===== src/rtl/fir_cfg_regfile.sv =====
// Configuration register bank and tap-RAM arbiter for the FIR block.
// Writes are accepted combinationally; reads go through a small response FSM.
module fir_cfg_regfile #(
  parameter int pADDR_WIDTH = 12,
  parameter int pDATA_WIDTH = 32,
  parameter int pTAP_NUM    = 11
) (
  input  logic                   axis_clk,
  input  logic                   axis_rst,
  input  logic                   wr_valid,
  output logic                   wr_ready,
  input  logic [pADDR_WIDTH-1:0] wr_addr,
  input  logic [pDATA_WIDTH-1:0] wr_data,
  input  logic                   rd_valid,
  output logic                   rd_ready,
  input  logic [pADDR_WIDTH-1:0] rd_addr,
  output logic                   rsp_valid,
  input  logic                   rsp_ready,
  output logic [pDATA_WIDTH-1:0] rsp_data,
  output logic                   tap_EN,
  output logic [3:0]             tap_WE,
  output logic [pADDR_WIDTH-1:0] tap_A,
  output logic [pDATA_WIDTH-1:0] tap_Di,
  input  logic [pDATA_WIDTH-1:0] tap_Do,
  output logic                   ap_start,
  input  logic                   engine_done,
  output logic [pDATA_WIDTH-1:0] data_length
);

  typedef enum logic [1:0] {
    S_IDLE,
    S_TAP_WAIT,
    S_RESP
  } rd_state_t;

  localparam logic [pADDR_WIDTH-1:0] ADDR_CTRL = '0;
  localparam logic [pADDR_WIDTH-1:0] ADDR_LEN  = pADDR_WIDTH'(32'h10);
  localparam logic [pADDR_WIDTH-1:0] TAP_BASE  = pADDR_WIDTH'(32'h20);
  localparam logic [pADDR_WIDTH-1:0] TAP_END   = pADDR_WIDTH'(32'h20 + 4 * pTAP_NUM);

  function automatic logic is_tap(input logic [pADDR_WIDTH-1:0] a);
    return (a >= TAP_BASE) && (a < TAP_END) && (a[1:0] == 2'b00);
  endfunction

  rd_state_t state, state_d;
  logic      ap_done, ap_idle;
  logic      wr_fire, rd_fire, wr_tap_fire, rd_tap_fire, start_fire, ctrl_rd;
  logic      done_view, idle_view;
  logic [pDATA_WIDTH-1:0] reg_rdata;

  // Write always wins; a read is only taken in IDLE when no write is pending,
  // which also guarantees a single tap RAM access per cycle.
  assign wr_fire     = wr_valid & ~axis_rst;
  assign rd_fire     = rd_valid & ~wr_valid & (state == S_IDLE) & ~axis_rst;
  assign wr_tap_fire = wr_fire & is_tap(wr_addr) & ap_idle;
  assign rd_tap_fire = rd_fire & is_tap(rd_addr) & ap_idle;
  assign start_fire  = wr_fire & (wr_addr == ADDR_CTRL) & wr_data[0] & ap_idle;
  assign ctrl_rd     = rd_fire & (rd_addr == ADDR_CTRL);

  // A completion landing on the same cycle as a status read is reported by it.
  assign done_view = ap_done | engine_done;
  assign idle_view = ap_idle | engine_done;

  assign rsp_valid = (state == S_RESP);

  always_comb begin
    reg_rdata = '0;
    if (rd_addr == ADDR_CTRL) begin
      reg_rdata = pDATA_WIDTH'({idle_view, done_view, 1'b0});
    end else if (rd_addr == ADDR_LEN) begin
      reg_rdata = data_length;
    end
  end

  always_comb begin
    wr_ready = wr_fire;
    rd_ready = rd_fire;
    tap_EN   = 1'b0;
    tap_WE   = '0;
    tap_A    = '0;
    tap_Di   = '0;
    if (wr_tap_fire) begin
      tap_EN = 1'b1;
      tap_WE = '1;
      tap_A  = wr_addr - TAP_BASE;
      tap_Di = wr_data;
    end else if (rd_tap_fire) begin
      tap_EN = 1'b1;
      tap_A  = rd_addr - TAP_BASE;
    end
  end

  always_comb begin
    state_d = state;
    case (state)
      S_IDLE:     if (rd_fire) state_d = rd_tap_fire ? S_TAP_WAIT : S_RESP;
      S_TAP_WAIT: state_d = S_RESP;
      S_RESP:     if (rsp_ready) state_d = S_IDLE;
      default:    state_d = S_IDLE;
    endcase
  end

  always_ff @(posedge axis_clk) begin
    if (axis_rst) begin
      state       <= S_IDLE;
      rsp_data    <= '0;
      ap_start    <= 1'b0;
      ap_done     <= 1'b0;
      ap_idle     <= 1'b1;
      data_length <= '0;
    end else begin
      state    <= state_d;
      ap_start <= start_fire;
      if (wr_fire && (wr_addr == ADDR_LEN) && ap_idle) begin
        data_length <= wr_data;
      end
      if (rd_fire && !rd_tap_fire) begin
        rsp_data <= reg_rdata;
      end else if (state == S_TAP_WAIT) begin
        rsp_data <= tap_Do;
      end
      if (start_fire) begin
        ap_done <= 1'b0;
        ap_idle <= 1'b0;
      end else if (engine_done) begin
        ap_done <= 1'b1;
        ap_idle <= 1'b1;
      end else if (ctrl_rd) begin
        ap_done <= 1'b0;
      end
    end
  end

endmodule


===== config.mk =====
export PLATFORM = sky130hd
export DESIGN_NAME = fir_cfg_regfile
export DESIGN_NICKNAME = d
export VERILOG_FILES = /design/src/rtl/fir_cfg_regfile.sv
export SDC_FILE = /design/constraint.sdc
export NUM_CORES = 1
export LEC_CHECK = 0
export ABC_AREA = 0
export BUFFER_PORTS_ARGS = -buffer_cell sky130_fd_sc_hd__buf_2
export CAP_MARGIN = 10
export CORE_ASPECT_RATIO = 1.4
export CORE_MARGIN = 2
export CORE_UTILIZATION = 48
export CTS_CLUSTER_SIZE = 40
export DETAILED_ROUTE_END_ITERATION = 8
export GPL_TIMING_DRIVEN = 0
export PLACE_DENSITY_LB_ADDON = 0.2
export SKIP_LAST_GASP = 1
export SLEW_MARGIN = 20
export SYNTH_ARGS = -nofsm -noshare
export SYNTH_HDL_FRONTEND = slang
export SYNTH_SLANG_ARGS = --single-unit

===== constraint.sdc =====
create_clock -name axis_clk -period 3.1 [get_ports axis_clk]
set_input_delay 0.465 -clock axis_clk [delete_from_list [all_inputs] [get_ports axis_clk]]
set_output_delay 0.465 -clock axis_clk [all_outputs]
set_load 0.01 [all_outputs]

==> results.sh <==
export IMPL_synth_top_cells_by_count="dfxtp_1, nand4_1, clkbuf_1"
export IMPL_drt_pre_antenna_iters=6
export IMPL_num_io_pins=211
export IMPL_synth_largest_area_cell="dfxtp_1"
export IMPL_final_hold_viols=0
export IMPL_cp_data_required_time_ns=2.63
export IMPL_power_density_nw_per_um2=395
export IMPL_sequential_share_of_the_synthesized_area=0.321
export IMPL_run_status="completed"
export IMPL_timing_reg2reg_setup_slack_ns=0.77
export IMPL_finalSetupViolations=0
export IMPL_post_route_min_period_ns=2.84
export IMPL_finalNetCount=843
export IMPL_width_of_the_die_um=84.0
export IMPL_synthArstFlopShare=0
export IMPL_globalplace_congestion=0.838
export IMPL_post_route_cells_drive_above_1_share=0.351
export IMPL_synth_top_flop_cell="dfxtp_1"
export IMPL_post_route_drc=0
export IMPL_clock_sinks=69
export IMPL_design_die_area_um2=9740
export IMPL_post_route_period_util=0.915
export IMPL_fin_cells=857
export IMPL_area_growth_pct=33.9
export IMPL_synth_top_cell_area_share=0.321
export IMPL_worst_setup_hold_path_clk_slew_ns=0.05
export IMPL_cellLeakagePower_nw=2.48
export IMPL_tritoncts="yes"
export IMPL_report_final_slew_viol_count=0
export IMPL_cts_made_buffers=9
export IMPL_met3_demand_to_capacity_share_in_global_routing=0.0556
export IMPL_yosys_register_bits=69
export IMPL_number_of_max_capacitance_violations_reported=0
export IMPL_detail_route_antenna_nets=0
export IMPL_finalSetupTns_ns=0
export IMPL_kind_of_launch_point_of_the_worst_setup_path="input port"
export IMPL_avgSynthCellArea_um2=8.11
export IMPL_busiest_layer="met2"
export IMPL_synthesis_area_um2=4300
export IMPL_worst_pin_slew_ns=0.668
export IMPL_port_buffers=203
export IMPL_worstPathArrival_ns=2.37
export IMPL_worst_min_delay_path_category="input port to flop"
export IMPL_htreeDepth=3
export IMPL_initialDrtViolationCount=341
export IMPL_placeableCoreArea_um2=8660
export IMPL_gr_total_overflow=0
export IMPL_critical_path_peak_fanout=7
export IMPL_groute_usage_overall=0.295
export IMPL_power_share_combinational=0.138
export IMPL_route_final_wire_length_um=15000
export IMPL_place_inst=841
export IMPL_clock_fmax_mhz=352
export IMPL_p_int_mw=1.69
export IMPL_skew_ns=0.00574
export IMPL_grt_pass1_wl_um=23000
export IMPL_category_of_the_most_critical_setup_path="input port to primary output"
export IMPL_ctsHoldBuffers=0
export IMPL_avgRoutedWirePerCell_um=17.5
export IMPL_rsz0062_at_grt="false"
export IMPL_gr_usage_met2=0.521
export IMPL_dpl_hpwl_um=11200
export IMPL_seqPwrFrac=0.409
export IMPL_cts_setup_buffers=0
export IMPL_synth_warnings=0
export IMPL_global_route_usage_met1=0.343
export IMPL_core_rowCount=40
export IMPL_ys_types=44
export IMPL_grt_antenna_before_repair=0
export IMPL_worstSkewPairLatency_ns=0.34
export IMPL_most_common_cell_in_the_netlist="dfxtp_1"
export IMPL_netlist_instances=530
export IMPL_slew_limit_headroom=0.551
export IMPL_cts_root_to_sink_buffers=2
export IMPL_synth_enable_flop_cells=0
export IMPL_sw_frac_of_total=0.259
export IMPL_hold_depth=3
export IMPL_grt_start_max_net_pins=14
export IMPL_p_sw_mw=0.589
export IMPL_synth_area_top_cells="dfxtp_1, nand4_1, a311oi_1"
export IMPL_via_per_inst=5.94
export IMPL_die_boundary_height_um=116
export IMPL_first_global_vias=4727
export IMPL_root_buffer="clkbuf_16"
export IMPL_start_util=0.496
export IMPL_max_vdd_ir_drop_v=0.000318
export IMPL_antennaDiodeCount=0
export IMPL_vias=5091
export IMPL_ff2ff_path_depth=6
export IMPL_clockPowerShare=0.452
export IMPL_worstSetupEndpointType="primary output"
registers in the layout, summed over array words and instances, names as in the netlist:
register     flops
data_length     32
rsp_data        32
ap_idle          1
state            2
ap_start         1
ap_done          1
path summary, 6_finish.rpt:
kind / startpoint / end
worst max register to register: state[0]$_SDFFE_PP0P_ / rsp_data[30]$_SDFFE_PP0P_
worst min-delay path: wr_data[27] / data_length[27]$_SDFFE_PP0P_
worst min register to register: rsp_data[7]$_SDFFE_PP0P_ / rsp_data[7]$_SDFFE_PP0P_
worst max-delay path: rd_addr[7] / tap_A[2]
metal layers:
layer	part of all wire	vias to the layer above
met5	0	-
met4	0.034	0
met3	0.075	44
met2	0.50	264
met1	0.39	2375
li1	-	2408
timing repair:
action                                  4_1_cts  5_1_grt
endpoints found under the setup margin        0       10
gates resized for setup                       0        2
hold endpoints to repair                      0        0
cell usage in the layout, fill, tap and decap left out, types with 2 or more instances in the layout:
cell,count
buf_2,218
dfxtp_1,69
nand4_1,62
clkbuf_1,41
inv_1,37
nor2b_1,34
a21oi_1,33
and2_1,32
nand2b_1,32
o31ai_1,32
a311oi_1,30
a221oi_1,22
buf_4,13
nand2_1,11
nor2_1,10
clkbuf_16,9
a221oi_2,8
o22ai_1,7
o21ai_0,4
conb_1,4
clkinv_2,4
a22o_1,3
buf_6,3
nor4_1,2
and3_1,2
xor2_1,2
nor3_1,2
nand3_1,2
a31oi_1,2
ha_1,2
stage by stage:
stage / power [mW] / cell area (um2) / setup slack [ns] / util / hold WS, ns
after floorplan: 1.12 / 4310 / 0.781 / - / 0.487
after global placement: 1.25 / 5460 / 0.152 / 0.630 / 0.447
after detailed placement: 1.26 / 5460 / 0.121 / 0.630 / 0.452
after CTS: 2.27 / 5750 / 0.101 / 0.664 / 0.389
after global routing: 2.35 / 5760 / 0.110 / 0.665 / 0.396
final: 2.28 / 5760 / 0.263 / 0.665 / 0.392
final cells by class:
cell class | count | area [um2]
clock buffers | 11 | 243
well taps | 105 | 131
flip-flops and latches | 69 | 1380
fillers | 803 | 2900
inverters | 38 | 143
clock inverters | 5 | 50.0
multi-input cells | 354 | 2430
plain buffers | 72 | 362
repair buffers | 203 | 1020
power groups by stage:
stage / Sequential (mW) / Clock, mW / Combinational (mW)
after CTS: 0.931 / 1.03 / 0.311
after floorplan: 0.963 / 0 / 0.154
after detailed placement: 0.950 / 0 / 0.308
after global placement: 0.949 / 0 / 0.301
after global routing: 0.934 / 1.07 / 0.341
final: 0.931 / 1.03 / 0.314
critical path: stages:
cell      delay, ns
buf_2          0.11
or4_4          0.54
a211oi_4       0.41
nand3_1        0.33
inv_1          0.23
a22o_1         0.15
buf_2          0.12
cell families after synthesis:
| group | count (synthesis) | synth area share |
|---|---|---|
| adders and majority gates | 2 | 0.00582 |
| xor gates and xnor gates | 2 | 0.00408 |
| DFF | 69 | 0.321 |
| other | 1 | 0.000873 |
| buffers and inverters | 110 | 0.117 |
| and+or+nand+nor | 198 | 0.282 |
| muxes | 1 | 0.00233 |
| AOI/OAI and AO/OA | 147 | 0.266 |
No activity file was read; power rests on OpenSTA's default activity.
